File: src/rtl/vga_timing_gen.sv
// vga_timing_gen: parametrised VGA raster timing. It derives a pixel-clock
// enable from CLK, runs the h/v counters, issues request coordinates to a
// fixed-latency colour source, and delays sync/blanking by the same latency
// so the pins see sync, DISP and gated colour for one position together.
module vga_timing_gen #(
  parameter int H_VA   = 640,
  parameter int H_FP   = 16,
  parameter int H_SP   = 96,
  parameter int H_BP   = 48,
  parameter int V_VA   = 480,
  parameter int V_FP   = 10,
  parameter int V_SP   = 2,
  parameter int V_BP   = 33,
  parameter int HS_POL = 0,
  parameter int VS_POL = 0,
  parameter int DIV    = 2,
  parameter int PIPE   = 2,
  parameter int CW     = 8,
  parameter int CNT_W  = 10
) (
  input  logic             CLK,
  input  logic             RES,
  input  logic             EN,
  input  logic [CW-1:0]    C_R,
  input  logic [CW-1:0]    C_G,
  input  logic [CW-1:0]    C_B,
  output logic             PIX_EN,
  output logic [CNT_W-1:0] X,
  output logic [CNT_W-1:0] Y,
  output logic             REQ,
  output logic             LINE_START,
  output logic             FRAME_START,
  output logic             VGA_HS,
  output logic             VGA_VS,
  output logic             DISP,
  output logic [CW-1:0]    VGA_R,
  output logic [CW-1:0]    VGA_G,
  output logic [CW-1:0]    VGA_B
);

  localparam int H_TOTAL = H_VA + H_FP + H_SP + H_BP;
  localparam int V_TOTAL = V_VA + V_FP + V_SP + V_BP;
  localparam int DIV_W   = (DIV > 1) ? $clog2(DIV) : 1;

  localparam logic [DIV_W-1:0] DIV_LAST = DIV_W'(DIV - 1);
  localparam logic [CNT_W-1:0] H_LAST   = CNT_W'(H_TOTAL - 1);
  localparam logic [CNT_W-1:0] V_LAST   = CNT_W'(V_TOTAL - 1);
  localparam logic [CNT_W-1:0] H_VA_C   = CNT_W'(H_VA);
  localparam logic [CNT_W-1:0] V_VA_C   = CNT_W'(V_VA);
  localparam logic [CNT_W-1:0] HS_BEG   = CNT_W'(H_VA + H_FP);
  localparam logic [CNT_W-1:0] HS_END   = CNT_W'(H_VA + H_FP + H_SP);
  localparam logic [CNT_W-1:0] VS_BEG   = CNT_W'(V_VA + V_FP);
  localparam logic [CNT_W-1:0] VS_END   = CNT_W'(V_VA + V_FP + V_SP);
  localparam logic             HS_ACT   = (HS_POL != 0);
  localparam logic             VS_ACT   = (VS_POL != 0);

  // One delay-line entry: raw sync flags and active-area flag for a position.
  typedef struct packed {
    logic hs;
    logic vs;
    logic req;
  } tap_t;

  logic             run;
  logic [DIV_W-1:0] div_cnt;
  logic [CNT_W-1:0] h;
  logic [CNT_W-1:0] v;
  tap_t             tap_in;
  tap_t             tap_out;

  // Divider: 'run' delays the start by one CLK so the first tick lands DIV cycles after EN
  always_ff @(posedge CLK or posedge RES) begin
    // NOTE: sequential state uses <= so every flop samples pre-edge values.
    if (RES) begin
      run     <= 1'b0;
      div_cnt <= '0;
    end else if (!EN) begin
      run     <= 1'b0;
      div_cnt <= '0;
    end else begin
      run <= 1'b1;
      if (run) div_cnt <= (div_cnt == DIV_LAST) ? '0 : div_cnt + DIV_W'(1);
    end
  end

  assign PIX_EN = run && (div_cnt == DIV_LAST);

  // Raster counters: advance one position per pixel tick, wrap line then frame
  always_ff @(posedge CLK or posedge RES) begin
    if (RES) begin
      h <= '0;
      v <= '0;
    end else if (!EN) begin
      h <= '0;
      v <= '0;
    end else if (PIX_EN) begin
      if (h == H_LAST) begin
        h <= '0;
        v <= (v == V_LAST) ? '0 : v + CNT_W'(1);
      end else begin
        h <= h + CNT_W'(1);
      end
    end
  end

  // Front end: request coordinates, line/frame markers and raw sync for this position
  always_comb begin
    // NOTE: defaults first so no branch leaves a signal unassigned (no latch).
    X           = '0;
    Y           = '0;
    REQ         = (h < H_VA_C) && (v < V_VA_C);
    LINE_START  = PIX_EN && (h == '0);
    FRAME_START = PIX_EN && (h == '0) && (v == '0);
    tap_in.hs   = (h >= HS_BEG) && (h < HS_END);
    tap_in.vs   = (v >= VS_BEG) && (v < VS_END);
    tap_in.req  = REQ;
    if (REQ) begin
      X = h;
      Y = v;
    end
  end

  generate
    if (PIPE == 0) begin : g_no_pipe
      assign tap_out = tap_in;
    end else begin : g_pipe
      tap_t stage [PIPE];

      // Delay line matching the colour source latency, stepped on pixel ticks
      always_ff @(posedge CLK or posedge RES) begin
        // NOTE: only a few flops, so it is cleared to make every restart start blank.
        if (RES) begin
          for (int i = 0; i < PIPE; i++) stage[i] <= '0;
        end else if (!EN) begin
          for (int i = 0; i < PIPE; i++) stage[i] <= '0;
        end else if (PIX_EN) begin
          stage[0] <= tap_in;
          for (int i = 1; i < PIPE; i++) stage[i] <= stage[i-1];
        end
      end

      assign tap_out = stage[PIPE-1];
    end
  endgenerate

  // Pin register: polarity-adjusted sync, DISP and colour gated to black when blanked
  always_ff @(posedge CLK or posedge RES) begin
    if (RES) begin
      VGA_HS <= ~HS_ACT;
      VGA_VS <= ~VS_ACT;
      DISP   <= 1'b0;
      VGA_R  <= '0;
      VGA_G  <= '0;
      VGA_B  <= '0;
    end else if (!EN) begin
      VGA_HS <= ~HS_ACT;
      VGA_VS <= ~VS_ACT;
      DISP   <= 1'b0;
      VGA_R  <= '0;
      VGA_G  <= '0;
      VGA_B  <= '0;
    end else if (PIX_EN) begin
      VGA_HS <= ~(tap_out.hs ^ HS_ACT);
      VGA_VS <= ~(tap_out.vs ^ VS_ACT);
      DISP   <= tap_out.req;
      VGA_R  <= tap_out.req ? C_R : '0;
      VGA_G  <= tap_out.req ? C_G : '0;
      VGA_B  <= tap_out.req ? C_B : '0;
    end
  end

endmodule

File: config.mk
export PLATFORM = sky130hd
export DESIGN_NAME = vga_timing_gen
export DESIGN_NICKNAME = d
export VERILOG_FILES = /design/src/rtl/vga_timing_gen.sv
export SDC_FILE = /design/constraint.sdc
export NUM_CORES = 1
export LEC_CHECK = 0
export BUFFER_PORTS_ARGS = -buffer_cell sky130_fd_sc_hd__buf_2
export CORE_MARGIN = 4
export CORE_UTILIZATION = 35
export DETAILED_ROUTE_END_ITERATION = 6
export PLACE_DENSITY_LB_ADDON = 0.2
export SKIP_CTS_REPAIR_TIMING = 1
export SLEW_MARGIN = 0
export SYNTH_ARGS = -nofsm -noshare
export SYNTH_HDL_FRONTEND = slang
export SYNTH_SLANG_ARGS = --single-unit
File: constraint.sdc
create_clock -name CLK -period 5.42 [get_ports CLK]
set_input_delay 0.271 -clock CLK [delete_from_list [all_inputs] [get_ports CLK]]
set_output_delay 0.271 -clock CLK [all_outputs]
set_load 0.02 [all_outputs]
==> run_results.csv <==
group,metric,value,unit
floorplan,die_y,95.2,um
power_and_ir_drop,finalPower,704,uW
worst_setup_path,setup.worst_path.class,"register to output pin",
clock_network,cts_tree,"built",
detailed_routing,drt_iter0_drc,105,
final_layout,final_cell_mix,"76 x buf_2, 53 x dfrtp_1, 24 x nand2_1, 24 x a22o_1, 14 x and2_1",
global_routing,overflow,0,
sta,slew_violations,0,
synth,ys.flop_type,"dfrtp_1",
sta,tightest_slew,0.969,ns
final_layout,n_antenna_cell,0,
worst_setup_path,crit_family,"simple AND/OR/NAND/NOR gates",
worst_setup_path,r2r-end,"VGA_R[6]$_DFFE_PP0P_",
sta,timing.final.crit_share,0.506,
power_and_ir_drop,powerDensity,221,nW/um^2
synth,synth_edf_count,0,
synth,synth.distinct_cells,45,
placed_design,io_buffers,76,
clock_network,clk_pin_slew_worst_paths,0.11,ns
global_routing,grt_pass1_vias,2182,
worst_setup_path,worst-path-buf-inv,2,
synth,synthCells,261,
sta,fin_ws,2.68,ns
sta,tns,0,ns
floorplan,pin_count,78,
floorplan,dieArea,9060,sq um
clock_network,clk_latency,0.31,ns
synth,syn-cell-area,2660,sq um
worst_setup_path,worstSetupEndpointType,"output pin",
final_layout,final_common_cell,"buf_2",
sta,maxSlewHeadroom,0.354,
worst_setup_path,cp_cell_sequence,"nand2_1 > inv_1 > nand3_1 > nor4b_1 > and4_1 > buf_2",
synth,syn_area_per_cell,10.2,sq um
worst_setup_path,required,5.15,ns
synth,yosysTopAreaCell,"dfrtp_1",
worst_setup_path,slowest_delay,0.45,ns
floorplan,start_util,0.363,
final_layout,syn_to_final_growth,19.7,%
final_layout,drive_gt1_frac,0.288,
detailed_routing,ant_nets,0,
synth,synth_top_area_share,0.499,
worst_setup_path,reg2reg_slack,3.07,ns
synth,yosysSeqAreaShare,0.518,
synth,synth-async-reset-ratio,1.00,
worst_setup_path,reg2reg_depth,4,
detailed_routing,routed_via_density,5.19,
final_layout,nets,356,
detailed_routing,wl_per_cell,15.6,um
flow_run,drv_cap,0,
worst_setup_path,slowest_stage,"dfrtp_1",
worst_setup_path,crit_path_start_kind,"register",
sta,clock.fmax,365,MHz
synth,synth_seq_cells,55,
global_routing,antenna_found_initial,0,
clock_network,clock-root-buffer,"clkbuf_8",
clock_network,htreeDepth,2,
global_routing,grtUsageTotal,0.153,
synth,yosys-top-cells-area,"dfrtp_1 50%, a22o_1 7.9%, nand2_1 3.4%",
detailed_routing,dr.pass1.iters,4,
detailed_routing,drc,0,
sta,clock_skew,0.00589,ns
outcome,status,"finished, final reports clean",
sta,setup_viol,0,
detailed_routing,wl,6640,um
placed_design,place_congestion,0.857,
floorplan,dieWidth,95.2,um
detailed_routing,vias,2205,
power_and_ir_drop,cellLeakagePower,1.58,nW
clock_network,cts_buffers,5,
global_routing,grt_max_degree,56,
power_and_ir_drop,ir_drop,113,uV
clock_network,clockBufferDepth,2,
sta,grt_setup_unrepaired,"false",
placed_design,dp_slack,3.00,ns
synth,syn-num-nets,292,
clock_network,clock_sinks,55,
floorplan,coreArea,7330,sq um
floorplan,rows,31,
worst_setup_path,reg2reg_from,"div_cnt$_DFFE_PP0P_",
synth,synth_warnings,0,
worst_setup_path,cp_max_fo,14,
final_layout,n_fill_cell,729,
global_routing,grt_pass1_wl,10900,um
sta,finalHoldViolCount,0,
hold_path,hold_path.class,"input pin to async pin",
worst_setup_path,worstPathArrival,2.47,ns
sta,fin_crit,2.74,ns
placed_design,dpl.hpwl,4600,um
[layout make-up]
cell class	count	area [sq um]	share of cell area
tap	99	124	0.0389
sequential	55	1380	0.433
clock inverter	3	25.0	0.00786
clock buffer	5	68.8	0.0216
inverter	9	33.8	0.0106
multi-input combinational	175	1150	0.361
timing repair buffer	79	403	0.127
[per-layer routing]
metal	track usage	share of wire	vias to the layer above
li1	-	-	1070
met1	0.224	0.49	1043
met2	0.223	0.43	85
met3	0.0363	0.070	7
met4	0.0457	0.012	0
met5	0	0	-
[cells by family (layout without fill, tap and decap cells)]
family,after synthesis,in the layout,share of synthesized area
and+or+nand+nor,103,103,0.215
AOI/OAI and AO/OA,58,58,0.165
DFF,55,55,0.518
buffers and inverters,31,96,0.0508
xor gates and xnor gates,7,7,0.0230
adders and majority gates,4,4,0.0188
muxes,2,2,0.00753
other,1,1,0.00141
[power by group]
| group | leakage (nW) | switching, mW | internal (mW) |
|---|---|---|---|
| Combinational | 0.782 | 0.0349 | 0.0157 |
| Sequential | 0.758 | 0.00357 | 0.415 |
| Clock | 0.0443 | 0.142 | 0.0928 |
[cell usage after synthesis (3+ instances only)]
library cell  number
nand4_1            6
o31ai_1            3
nor2_1            12
nor3_1             5
ha_1               4
and3_1             5
a21oi_1            8
and2_1            14
o21ai_1            3
a32oi_1            3
o211ai_1           5
nor4_1            11
nand2_1           24
dfrtp_1           53
clkbuf_1          19
xnor2_1            5
inv_1              9
nor4b_1            3
a22o_1            24
nand3_1           11
[metrics by stage]
step | utilization | hold slack, ns | instance area [sq um] | std cells
finish | 0.434 | 0.140 | 3180 | 425
global route | 0.434 | 0.150 | 3180 | 425
CTS | 0.434 | 0.154 | 3180 | 425
detailed placement | 0.421 | 0.443 | 3090 | 417
global placement | 0.421 | 0.441 | 3090 | 417
floorplan | - | 0.302 | 2660 | 261
[worst max-delay path by stage]
stage | startpoint | to | cells after the start
after floorplan | h[8]$_DFFE_PP0P_ | FRAME_START | 5
after global placement | run$_DFF_PP0_ | FRAME_START | 6
after detailed placement | div_cnt$_DFFE_PP0P_ | FRAME_START | 6
after CTS | div_cnt$_DFFE_PP0P_ | FRAME_START | 6
after global routing | run$_DFF_PP0_ | FRAME_START | 6
final | div_cnt$_DFFE_PP0P_ | FRAME_START | 6
[tightest hold or removal path, cell delays in order]
cell and delay, ns:
buf_2 0.10, inv_2 0.03, buf_4 0.55
[sequential cells by signal, indices dropped and copies added, names as in the netlist]
register / count
div_cnt: 1
VGA_R: 8
DISP: 1
VGA_G: 8
g_pipe.stage: 6
run: 1
h: 10
VGA_HS: 1
v: 10
VGA_B: 8
VGA_VS: 1
No activity file was read; power rests on OpenSTA's default activity.
